==> config.mk <==
export PLATFORM = sky130hd
export DESIGN_NAME = lamp_mode_controller
export DESIGN_NICKNAME = d
export VERILOG_FILES = /design/src/rtl/lamp_mode_controller.sv
export SDC_FILE = /design/constraint.sdc
export NUM_CORES = 1
export LEC_CHECK = 0
export ABC_AREA = 1
export CORE_MARGIN = 1
export CORE_UTILIZATION = 40
export DETAILED_ROUTE_END_ITERATION = 8
export HOLD_SLACK_MARGIN = 0.06
export MAX_ROUTING_LAYER = met4
export PLACE_DENSITY = 0.56
export SLEW_MARGIN = 40
export SYNTH_ARGS = -nofsm -noshare
export SYNTH_HDL_FRONTEND = slang
export SYNTH_SLANG_ARGS = --single-unit
==> constraint.sdc <==
create_clock -name clk -period 2.3 [get_ports clk]
set_clock_uncertainty 0.1 [all_clocks]
set_input_delay 0.23 -clock clk [delete_from_list [all_inputs] [get_ports clk]]
set_output_delay 0.23 -clock clk [all_outputs]
set_load 0.1 [all_outputs]
==> src/rtl/lamp_mode_controller.sv <==
// Lamp mode controller: runs the lamp automatically from the presence sensor
// (with an off-delay) or manually from button presses. The classifier's long
// press moves between the two modes. Outputs are registered copies of the mode
// state, so they change one clock after the event that caused them.
module lamp_mode_controller #(
  parameter logic [15:0] OFF_DELAY      = 16'd30000,
  parameter logic [23:0] MANUAL_TIMEOUT = 24'd0,
  parameter int          CNT_W          = 24
) (
  input  logic clk,
  input  logic rst,
  input  logic A,
  input  logic B,
  input  logic presence,
  output logic lamp,
  output logic manual,
  output logic hold
);

  typedef enum logic [2:0] {
    AUTO_OFF  = 3'd0,
    AUTO_ON   = 3'd1,
    AUTO_HOLD = 3'd2,
    MAN_OFF   = 3'd3,
    MAN_ON    = 3'd4
  } state_t;

  localparam logic [CNT_W-1:0] ONE        = CNT_W'(1);
  localparam logic [CNT_W-1:0] OFF_LOAD   = CNT_W'(OFF_DELAY - 16'd1);
  localparam logic [CNT_W-1:0] IDLE_LAST  = CNT_W'(MANUAL_TIMEOUT - 24'd1);
  localparam logic [CNT_W-1:0] IDLE_MAX   = '1;
  localparam logic             TIMEOUT_EN = (MANUAL_TIMEOUT != 24'd0);

  state_t           state;
  state_t           state_nxt;
  logic             pres_m;
  logic             pres_s;
  logic             a_prev;
  logic             b_prev;
  logic [CNT_W-1:0] off_tmr;
  logic [CNT_W-1:0] idle_tmr;
  logic             long_ev;
  logic             short_ev;
  logic             in_man;
  logic             idle_done;

  // A long press is the rising edge of A. A short press is B falling while A
  // stays low, so a press that carries on into a long press never toggles.
  assign long_ev   = A & ~a_prev;
  assign short_ev  = b_prev & ~B & ~A;
  assign in_man    = (state == MAN_OFF) || (state == MAN_ON);
  assign idle_done = TIMEOUT_EN && (idle_tmr == IDLE_LAST);

  // Synchronise the raw presence pin and remember last cycle's button levels.
  always_ff @(posedge clk or posedge rst) begin
    if (rst) begin
      pres_m <= 1'b0;
      pres_s <= 1'b0;
      a_prev <= 1'b0;
      b_prev <= 1'b0;
    end else begin
      pres_m <= presence;
      pres_s <= pres_m;
      a_prev <= A;
      b_prev <= B;
    end
  end

  // Pick the next mode. Priority is long press, then short press, then manual
  // timeout, then presence, then off-delay expiry.
  always_comb begin
    state_nxt = AUTO_OFF;
    case (state)
      AUTO_OFF: begin
        if (long_ev)     state_nxt = MAN_OFF;
        else if (pres_s) state_nxt = AUTO_ON;
        else             state_nxt = AUTO_OFF;
      end
      AUTO_ON: begin
        if (long_ev)      state_nxt = MAN_ON;
        else if (!pres_s) state_nxt = AUTO_HOLD;
        else              state_nxt = AUTO_ON;
      end
      AUTO_HOLD: begin
        if (long_ev)              state_nxt = MAN_ON;
        else if (pres_s)          state_nxt = AUTO_ON;
        else if (off_tmr == '0)   state_nxt = AUTO_OFF;
        else                      state_nxt = AUTO_HOLD;
      end
      MAN_OFF: begin
        if (long_ev || (!short_ev && idle_done))
          state_nxt = pres_s ? AUTO_ON : AUTO_OFF;
        else if (short_ev) state_nxt = MAN_ON;
        else               state_nxt = MAN_OFF;
      end
      MAN_ON: begin
        if (long_ev || (!short_ev && idle_done))
          state_nxt = pres_s ? AUTO_ON : AUTO_OFF;
        else if (short_ev) state_nxt = MAN_OFF;
        else               state_nxt = MAN_ON;
      end
      default: state_nxt = AUTO_OFF;
    endcase
  end

  // Register the mode, its decoded outputs and both timers. The idle timer is
  // held at zero outside manual mode, so entering manual always starts at 0.
  always_ff @(posedge clk or posedge rst) begin
    if (rst) begin
      state    <= AUTO_OFF;
      lamp     <= 1'b0;
      manual   <= 1'b0;
      hold     <= 1'b0;
      off_tmr  <= '0;
      idle_tmr <= '0;
    end else begin
      state  <= state_nxt;
      lamp   <= (state_nxt == AUTO_ON) || (state_nxt == AUTO_HOLD) ||
                (state_nxt == MAN_ON);
      manual <= (state_nxt == MAN_OFF) || (state_nxt == MAN_ON);
      hold   <= (state_nxt == AUTO_HOLD);

      if ((state == AUTO_ON) && (state_nxt == AUTO_HOLD))
        off_tmr <= OFF_LOAD;
      else if ((state == AUTO_HOLD) && (state_nxt == AUTO_HOLD) && (off_tmr != '0))
        off_tmr <= off_tmr - ONE;

      if (!in_man || long_ev || short_ev)
        idle_tmr <= '0;
      else if (idle_tmr != IDLE_MAX)
        idle_tmr <= idle_tmr + ONE;
    end
  end

endmodule

* Word-level counts from Yosys, hierarchy flattened
Index checks and enable logic that the tools add are counted.
** Operators by class
- Add/sub/neg operators :: 1
- Equality and inequality tests :: 8
- Multiplexer cells :: 14
- Bitwise operators :: 6
- Reduce and logical (&&, ||, !) cells :: 10
** Operator list (number)
- 2-to-1 mux 24 bit :: 2
- zero test 24 bit :: 1
- nonzero test 24 bit :: 1
- subtractor 24 x 1 -> 24 bit, second input constant :: 1
- 2-to-1 mux 3 bit :: 6
- case mux 3 bit (5 select lines) :: 1
- equality test 3 x 2 -> 1 bit, second input constant :: 4
- 2-to-1 mux 2 bit :: 4
- equality test 3 x 1 -> 1 bit, second input constant :: 2
- equality test 3 bit, second input constant :: 2
- AND 1 bit :: 3
- logical AND 1 bit :: 3
- zero test 3 bit :: 1
- logical OR 1 bit :: 3
- NOT 1 bit :: 3
- nonzero test 2 bit :: 1
- 2-to-1 mux 1 bit :: 1
** Word-level totals
- Flip-flop bits (word level) :: 34
- Input port bits :: 5
- Output and inout port bits :: 3

* Depth between registers and ports, before layout
Gate-level depths: netlist of run 1.
- Depth in word-level cells :: 11
- Gate-level depth with buffers :: 12
- Gate-level depth less buffers :: 11

* Worst setup path before layout of run 1
OpenSTA, ideal clock, no wires.
- Kind :: flip-flop to flip-flop
- Start :: register off_tmr[0]
- End :: register off_tmr[10]
- Arrival :: 1447 ps
- Required time :: 2077 ps
- Path slack :: 630 ps
- Cell stages (with the launch flop) :: 13
- Period minus slack after synthesis :: 1670 ps
- Path through :: dfrtp_1 -> inv_1 -> ha_1 -> nand2_2 -> inv_2 -> nand2_1 -> nor2_1 -> nand2_1 -> nand3_2 -> inv_2 -> buf_2 -> o21ai_0 -> nand2_1
** On the way
- Cells in the longest elaborated chain, start to end :: 9
** RTL lines
- start: declaration :: RTL line 40 : logic [CNT_W-1:0] off_tmr;
- start signal: assignment :: RTL line 126 : off_tmr <= off_tmr - ONE;
- zero test 24 bit :: RTL line 87 : else if (off_tmr == '0) state_nxt = AUTO_OFF;
- 2-to-1 mux 2 bit :: RTL line 87
- 2-to-1 mux 2 bit :: RTL line 86 : else if (pres_s) state_nxt = AUTO_ON;
- 2-to-1 mux 3 bit :: RTL line 85 : if (long_ev) state_nxt = MAN_ON;
- case mux 3 bit (5 select lines) :: RTL line 73 : case (state)
- equality test 3 x 2 -> 1 bit :: RTL line 123, 125
- logical AND 1 bit (2 in a row) :: RTL line 125 : else if ((state == AUTO_HOLD) && (state_nxt == AUTO_HOLD) && (off_tmr != '0))
- nonzero test 2 bit (no source line)
Parallel ways exist; a longest one is shown, timed or not. The select of a mux whose other input is x is not followed.
A chain may end at the register's enable or synchronous reset.

* Worst setup path in the final report of run 1
- Start :: register off_tmr[0]
- End :: register off_tmr[13]
The elaborated chain is that of the path after synthesis.

==> run summary, run 1 <==
The number of clock buffers inserted by TritonCTS came out at 5. The root buffer cell chosen for the clock tree is sky130_fd_sc_hd__clkbuf_8. The cell row count came out at 25. The share of synthesized cell area in and, or, nand and nor gates is a little under two fifths. Counting I/O delays and the setup requirement, the final critical path takes 1930 ps. The total die area came out at between 5000 and 6000 um2. On the final layout, the worst hold slack is around 240 ps. The most common cell in the netlist is sky130_fd_sc_hd__nand2_1. In the global route stage, met3 resource usage came out at roughly 5.3%. The cell taking the most area after synthesis is sky130_fd_sc_hd__dfrtp_1. Global routing used between 20% and 30% of the available met1 tracks. Of all flip-flops after synthesis, the portion carrying an async set or reset was 100%.

In this run, placement finished with an instance count of between 300 and 400. The clock latency at the later pin of the worst-skew pair is around 300 ps. The CTS H-tree depth is 2.

The final cell count without fillers came out at 375. The maximum cell stage delay along the critical path is approximately 380 ps. Dividing the synthesized area by the synthesized cell count gives 6.97 um2.

Tracing the worst setup path back leads to its startpoint at off_tmr[0]. The number of enable-type register cells in the synthesized netlist is 0. The placement-stage cell area is 2180 um2.

The start-to-end type of the worst setup path is flip-flop to flip-flop. The initial antenna violation count came out at 0. The number of buffers added to fix hold violations after cts came out at 0. In this run the tool buffered the top-level ports with 7 buffer cells. The minimum setup slack after placement came out at about 360 ps. The largest individual stage delay along the critical path comes from the cell sky130_fd_sc_hd__dfrtp_1.

The via count normalized by instance count came out at about 4.7. The xor/xnor cell area share of the yosys netlist came out at under 10%. The global routing's busiest layer is met2. The flow ran to the end, and the final reports show no timing, DRC or antenna violations. The effective utilization at floorplan came out at 42.5%. From left edge to right edge, the die measures roughly 74 um.

Clock-pin slew was measured on the worst setup and hold paths at roughly 70 ps. In the synthesized netlist, mux cells make up 0% of the area. The total non-filler cell area in the finished layout came out at ~2300 um2. The clock sink count is 34. The hold violation count in the final report came out at 0. The buffer levels on the longest clock path came out at 2. After Yosys synthesis, full adders, half adders and majority gates account for less than 1% of the synthesized area. The buffer count from post-CTS setup fixing is 0. The count of instances resized after the clock tree is built is 0. The fraction of final layout cells sized beyond drive strength 1 is under 10%. The number of pins with negative max-slew slack in the final report is 0. By count the netlist is led by sky130_fd_sc_hd__nand2_1 (86), sky130_fd_sc_hd__nor2_1 (54), sky130_fd_sc_hd__dfrtp_1 (34). The synthesis-to-layout area growth came out at 12.0%. The total negative setup slack is 0 ps. The maximum fanout count along the critical path came out at 15. Summed over all layers, the routed wires come to around 4600 um.

Walking the worst path, the cells encountered are inv_1, ha_1, nand2_2, inv_2, nand2_1, nor2_1, nand2_1, nand3_2, inv_2, o21ai_0, nand2_1. For this design the ratio of total power to cell area is between 1500 and 2000 nW/um2. TritonCTS built the clock tree. The worst register-to-register path begins at off_tmr[0].

The DRC violation total after the first TritonRoute iteration is between 60 and 70. The maximum number of pins on one net before global-route repair came out at 35. In this run the standard cell core region covers ~4800 um2. In the post-synthesis netlist, the biggest area contributors are sky130_fd_sc_hd__dfrtp_1 (42%), sky130_fd_sc_hd__nand2_1 (16%), sky130_fd_sc_hd__nor2_1 (9.9%). Setup violations remaining at the end of the flow were counted as 0. The final routed wire length divided by cell count is between 10 and 15 um.

The critical path endpoint category is a flip-flop. The via count of the first global-routing pass is about 1,700. The share of Yosys cell area claimed by the top area cell type came out at 41.5%.

In this run the static leakage power is around 1.2 nW. For this run, the leading register cell type out of synthesis is sky130_fd_sc_hd__dfrtp_1. The distinct cell type count of the synthesized netlist came out at 23. The met2 track demand over resource came out at 30.0%. Data on the critical path is required at its endpoint by 2370 ps. The final RePlAce weighted congestion is between 0.8 and 0.9. The worst hold path belongs to the class primary input to asynchronous set/reset pin.

The peak ir drop on the vdd network came out at approximately 730 uV. Summing the areas of all compound-gate instances in the mapped netlist gives between 6 and 7% of the synthesized area. Sequential cells were found to cover about two fifths of the synthesized design area. Setup repair after global routing left no endpoint under its margin. The count of vias placed by the detailed router came out at roughly 1,800.

For this run, the total global-route usage over all layers was measured as between 20% and 30%. The vertical die dimension came out at ~74 um. The measured slew at the worst slew-check pin is about 450 ps. Once detail routing completed, the nets flagged for antenna violations numbered 0. The synthesized design contains 34 register bits.

The arrival time at the worst endpoint is 2000 ps. The max-slew headroom at the worst pin came out at a little over two thirds. By area, the combinational part of the netlist is dominated by simple AND/OR/NAND/NOR gates. The timing-limited maximum frequency is around 520 MHz. The boundary pin count is 8. The detailed-routing iteration count for the pre-antenna-repair pass is 4. STA classifies the critical path startpoint as a flip-flop. The leftover overflow at the end of global routing came out at 0. The max-cap check violation count came out at 0.

In the final design database the tool counted approximately 310 nets. Detailed placement finished with a half-perimeter wire length of roughly 3300 um. The number of antenna cells inserted came out at 0. The dominant cell type by count on the critical path is sky130_fd_sc_hd__nand2_1. The worst path meets setup with about 370 ps of slack. The global-route wire length before repair came out at 8090 um. The final critical path takes up ~84% of the cycle. The count of synthesis-stage warnings from yosys came out at 0. The total standard cell area after synthesis is around 2000 um2. The synthesized instance count is just under 300. For this run, design rule violations remaining after detail routing come to 0. The number of nets in the synthesized netlist came out at 300. Setup slack on the worst reg-to-reg path comes out at between 300 and 400 ps.
## layer usage
layer	up-vias	wire length, um
met4	0	67
met1	809	2400
met5	-	0
met2	20	2010
met3	6	101
li1	943	-
## flip-flops by register name, indices dropped and copies added, names as in the netlist
name,cells
hold,1
manual,1
pres_s,1
pres_m,1
a_prev,1
lamp,1
off_tmr,24
state,3
b_prev,1
## metrics by stage
| step | util, % | total power, mW |
|---|---|---|
| floorplan | - | 2.52 |
| global placement | 45.3 | 2.89 |
| detailed placement | 45.3 | 2.90 |
| CTS | 47.7 | 3.48 |
| global route | 47.7 | 3.83 |
| finish | 47.7 | 3.46 |
## power by group
group	total [mW]	internal, mW	switching (mW)
Clock	0.559	0.322	0.237
Combinational	1.87	0.616	1.25
Sequential	1.03	0.813	0.219
## cell families after synthesis
logic type	count (synthesis)
flip-flops	34
AO/OA/AOI/OAI	26
AND/OR/NAND/NOR	180
buffers and inverters	41
XOR/XNOR	12
adder cells (fa/ha/maj)	1
## worst paths after layout
check / to / cells after the start
max: off_tmr[13] / 11
min: off_tmr[0] / 3
max reg2reg: off_tmr[13] / 11
min reg2reg: pres_s / 0
max in group asynchronous: off_tmr[1] / 3
min in group clk: pres_s / 0
## final cells by class
| class | count | area, um2 |
|---|---|---|
| inverters | 34 | 128 |
| fillers | 503 | 2520 |
| clock inverters | 3 | 45.0 |
| repair buffers | 13 | 108 |
| well taps | 67 | 83.8 |
| flip-flops and latches | 34 | 851 |
| clock buffers | 5 | 68.8 |
| multi-input cells | 219 | 1010 |
## worst max-delay path, delay by kind of cell (launching register included)
family / cells / cell delay (ps)
buf+inv: 3 / 350
compound gates: 1 / 120
flops: 1 / 380
simple gates: 6 / 560
fa+ha+maj: 1 / 290
## layout by cell type (no fill, tap or decap), drive strengths merged
master,count
nand2,87
nor2,58
dfrtp,34
inv,34
nand3,24
o21ai,22
buf,9
nand4,7
xnor2,6
xor2,6
clkbuf,5
clkdlybuf4s50,4
nor3,3
o21bai,2
clkinvlp,2
or2,1
o31ai,1
a21o,1
ha,1
bufinv,1
(Power assumes the default switching activity.)
==> run 2, diff against run 1 <==
Settings changed: PLACE_DENSITY 0.56 to 0.58.
Clock period 2.3 ns to 1.55 ns, I/O delays scaled along.
==> run summary, run 2 (synthesized netlist as in run 1, its figures left out) <==
The via count of the first global-routing pass was about 1,900. The number of antenna cells inserted is 0. The clock root buffer master is sky130_fd_sc_hd__clkbuf_8. The share of the clock period used by the worst path after layout came out at 105%.

The final routed wire length divided by cell count came out at between 10 and 15 um. The overall track demand over capacity in global routing came out at 21.7%. The worst-case IR drop observed on VDD is 1180 uV. The multi-input logic area came out at about 1100 um2. The later pin in the worst-skew pair is clocked with a latency of roughly 290 ps. Summing all placed instances gives a cell area of between 2000 and 3000 um2. The measured slew at the worst slew-check pin is roughly 330 ps.

The total non-filler cell area in the finished layout came out at 2930 um2. The number of buffers added to fix hold violations after cts came out at 0. Together, buffers and inverters on the worst path number 3. STA classifies the critical path startpoint as a flip-flop.

For this run, the number of standard cells in the final layout without fillers is approximately 430. The cell with the largest stage delay on the worst path is sky130_fd_sc_hd__dfrtp_1. The maximum number of pins on one net before global-route repair came out at 35. The hold violation count in the final report is 0.

The timing-limited maximum frequency came out at roughly 600 MHz. The utilization after layout is between 60% and 70%. The initial antenna violation count is 0. The class of the most critical hold timing path is primary input to asynchronous set/reset pin.

The max-slew headroom at the worst pin is approximately 80%. The power density over cell area came out at roughly 2300 nW/um2. The final critical delay including setup and external delays is between 1500 and 2000 ps. The first TritonRoute pass finished after 4 iterations.

The required time of the critical path came out at approximately 1600 ps. TritonCTS built the clock tree. The final HPWL from detailed placement is 3610 um.

The maximum cell stage delay along the critical path is 390 ps. The start-to-end type of the worst setup path is flip-flop to flip-flop. The largest registers in the layout are off_tmr x24, state x3. The arrival time at the worst endpoint is roughly 1700 ps. The worst setup path is captured at a flip-flop. The remaining number of nets flagged by the antenna check after routing came out at 0.

The total negative setup slack is -1550 ps. The worst path setup slack after routing came out at -84.9 ps. The number of cells after detailed placement came out at about 420. The vertical die dimension came out at between 70 and 80 um.

At the end of the flow, the number of nets in the layout was 370. In this run the core area contains 25 standard-cell rows. The effective utilization at floorplan is about 43%. Relative to the synthesized area, the layout overhead comes to 43.1%. The boundary pin count is 8. Setup violations remaining at the end of the flow were counted as 26.

Prior to clock tree synthesis, the placed netlist has a worst setup slack of -286 ps. Cells with a size suffix above 1 make up 30.5% of the layout. The buffer levels on the longest clock path is 2. The standard cell core area came out at about 4800 um2. Summing over every cut layer, the via total after detailed routing is between 2,000 and 2,500. The library cell used most frequently in the layout, excluding fill and tap cells, is sky130_fd_sc_hd__nand2_1. The area taken by flip-flops and latches is between 800 and 900 um2. Setup repair after global routing could not meet its margin everywhere. The die covers between 5000 and 6000 um2.

Clock-pin slew was measured on the worst setup and hold paths at about 70 ps. In this run, the number of DRC markers left after iteration 0 of detailed routing was roughly 120. The leftover overflow at the end of global routing is 0. The worst hold margin came out at between 100 and 150 ps.

The reported leakage power came out at about 1.5 nW. The global-route wire length before repair came out at 8560 um. After detailed routing, the number of remaining DRC violations is 0. The clock net in this run drives a total of 34 sinks. The flip-flop count of the largest register after layout is 24. From left edge to right edge, the die measures roughly 74 um. The run finished, with violations left. The number of clock buffers inserted by TritonCTS is 5.

The CTS H-tree depth came out at 2. The critical path goes through inv_2, ha_4, nand2_4, inv_2, nand2_1, nor2_1, nand2_1, nand3_4, clkbuf_16, o21ai_1. The maximum fanout count along the critical path is 6. The top cell types in the final layout, fill and taps aside, are sky130_fd_sc_hd__nand2_1 (77), sky130_fd_sc_hd__buf_4 (57), sky130_fd_sc_hd__nor2_1 (44). The quantity of I/O buffers inserted on ports came out at 7. The register with the most flip-flops in the final layout is off_tmr.

The via count normalized by instance count is about 4.7. The total wire length is about 5300 um. Counting the fill cells in the layout gives between 400 and 500. Max-cap violations in this run came to 0. The number of pins with negative max-slew slack in the final report was 0. The final reports fail on negative setup slack. Grouping stages by cell kind, the critical path spends the most delay in simple AND/OR/NAND/NOR gates. The final RePlAce weighted congestion came out at 0.824.

The power consumption is about 6.7 mW.
[run 2: worst reg2reg max path, stage by stage (launching register included)]
cell                        delay (ps)
sky130_fd_sc_hd__dfrtp_1           390
sky130_fd_sc_hd__inv_2              80
sky130_fd_sc_hd__ha_4              150
sky130_fd_sc_hd__nand2_4            60
sky130_fd_sc_hd__inv_2              60
sky130_fd_sc_hd__nand2_1            50
sky130_fd_sc_hd__nor2_1             90
sky130_fd_sc_hd__nand2_1           100
sky130_fd_sc_hd__nand3_4           160
sky130_fd_sc_hd__clkbuf_16         200
sky130_fd_sc_hd__o21ai_1            70
[run 2: worst paths after layout]
check	startpoint	to	slack, ps	depth (start not counted)
min in group clk	presence	pres_m	200	1
min reg2reg	pres_m	pres_s	250	0
max	off_tmr[0]	off_tmr[20]	-80	10
min	rst	hold	110	3
max reg2reg	off_tmr[0]	off_tmr[20]	-80	10
max in group asynchronous	rst	off_tmr[21]	1050	3
[run 2: layout make-up]
cell class | count | area share (%)
Sequential cell | 34 | 29.0
Inverter | 34 | 4.65
Tap cell | 67 | 2.86
Timing Repair Buffer | 69 | 21.0
Clock inverter | 1 | 1.02
Timing Repair inverter | 1 | 0.256
Multi-Input combinational cell | 219 | 38.4
Clock buffer | 6 | 2.82
[run 2: repair_timing]
action,in CTS,in global routing
gates resized for setup,18,31
gates cloned,0,3
setup buffers,2,2
setup endpoints to repair,25,27
pin swaps,2,4
[run 2: per-layer routing]
metal | GRT usage [%] | wire (um) | up-vias
met5 | - | 0 | -
met3 | 3.70 | 133 | 5
met2 | 34.1 | 2560 | 23
li1 | - | - | 1058
met1 | 28.4 | 2570 | 950
met4 | 6.84 | 56 | 0
[run 2: power breakdown]
part / total, mW / internal, mW / switching, mW
clock: 0.843 / 0.514 / 0.329
sequential: 1.45 / 1.21 / 0.237
combinational: 4.45 / 2.02 / 2.43
total: 6.74 / 3.75 / 3.00
==> RTL edit, RTL diff (settings of run 2) <==
Set the parameter `CNT_W` to 36 (it was 24).
--- a/src/rtl/lamp_mode_controller.sv
+++ b/src/rtl/lamp_mode_controller.sv
@@ -5,7 +5,7 @@
 module lamp_mode_controller #(
   parameter logic [15:0] OFF_DELAY      = 16'd30000,
   parameter logic [23:0] MANUAL_TIMEOUT = 24'd0,
-  parameter int          CNT_W          = 24
+  parameter int          CNT_W          = 36
 ) (
   input  logic clk,
   input  logic rst,
Function: no difference found for any inputs over 10 cycles, from zero or initial values and one cycle with rst high; that may be too few to reach the edited logic, so the function may still have changed.
==> RTL edit against run 2 <==
  * The flow still finishes with violations (setup timing)
  * Final area grew 58%
  * Via count grew 59%
  * Worst setup slack lost 180 ps
  * Clock power grew 13%
  * Non-clock buffer count grew 58
  * Sequential share of layout area shrank 4.2 points
  * Synthesized cell count grew 47%
  * Highest routed layer unchanged
  * Power grew 56%
  * Critical path type unchanged
  * Routed wire length grew 74%
  * Sequential cell count grew 12
  * First-iteration DRC count grew 80%
  * Count of clock-buffer cells in the layout is the same
  * Synthesized area grew 43%
==> RTL edit: results (changes against run 2) <==
| Metric | Value |
|---|---|
| Status | `finished with violations` |
| Failing checks | `setup timing` |
| Synth Net Count | `439 (+46%)` |
| Metal-1 WL | `4000 um (+56%)` |
| DP Cell Count | `626 (+50%)` |
| Regs by FF count | `off_tmr (36), state (3)` |
| Final nets | `564 (+52%)` |
| Routability cong. | `0.885 (+7.4%)` |
| Placement Cell Area | `3920 sq um (+50%)` |
| Largest net degree at the start of global routing | `25 (-29%)` |
| Post-route setup slack | `-263 ps (-178 ps)` |
| Routed wire length | `9240 um (+74%)` |
| WL/cell | `14.1 um (+14%)` |
| Final number of setup-violating endpoints | `39 (+50%)` |
| Yosys cell types | `28 (+22%)` |
| Max FO, Critical Path | `10 (+4)` |
| Number of setup buffers added after CTS | `9 (+7)` |
| Max IR drop VDD | `1.33 mV (+13%)` |
| Post-Synthesis Cells | `433 (+47%)` |
| Setup TNS | `-8600 ps (-7050 ps)` |
| Min-delay worst type | `input pin to register` |
| DP HPWL | `6220 um (+73%)` |
| Most frequent cells after synthesis | `nand2_1 (135), nor2_1 (86), dfrtp_1 (46)` |
| FF-to-FF path depth | `11 (+1)` |
| R2r endpoint | `off_tmr[2]` |
| Share of layout cells above drive strength 1 | `43.0% (+13 points)` |
## RTL edit: cell types whose count changed after synthesis, moves of 3 or more
cell / before / now
o21bai_1: 2 / 5
nor2_1: 54 / 86
nand2_1: 86 / 135
or2_2: 0 / 3
nand3_1: 22 / 35
inv_1: 31 / 34
o21ai_1: 5 / 16
buf_2: 2 / 5
dfrtp_1: 34 / 46
xor2_1: 6 / 9
nor2_2: 4 / 7
## RTL edit: power breakdown
group          switching (W)  total, W  internal, W
Clock               0.000435  0.000951     0.000517
Sequential          0.000311   0.00188      0.00157
Combinational        0.00417   0.00770      0.00352
Total                0.00492    0.0105      0.00560
## RTL edit: worst max-delay path: stages (launching register included)
cell and delay [ps]:
dfrtp_1 410, nor2_2 150, nand2_2 100, nor2_4 140
nand2_2 90, nor2_2 130, nand2_2 110, nand3_4 170
buf_12 140, inv_12 50, nand2_1 50, o21ai_1 60
## RTL edit: worst max path at each step
stage | startpoint | endpoint | slack [ps] | cells past startpoint
6_report | off_tmr[23] | off_tmr[2] | -260 | 11
5_1_grt | off_tmr[16] | off_tmr[33] | -350 | 10
4_1_cts | off_tmr[8] | off_tmr[31] | -190 | 9
3_5_place_dp | state[0] | off_tmr[7] | -310 | 6
3_3_place_gp | state[0] | off_tmr[7] | -280 | 6
2_1_floorplan | off_tmr[0] | lamp | -70 | 11
## RTL edit: cell type report
cell class                      count  area (sq um)
Fill cell                         580          2300
Tap cell                           96           120
Multi-Input combinational cell    342          1930
Clock inverter                      1          30.0
Timing Repair Buffer              127          1180
Inverter                           35           144
Sequential cell                    46          1150
Timing Repair inverter              1          11.3
Clock buffer                        6          82.6
## RTL edit: layer usage
layer	global-route usage [%]	vias to the layer above
met4	7.45	0
met1	31.1	1513
li1	-	1622
met3	4.15	20
met2	41.6	84
met5	-	-
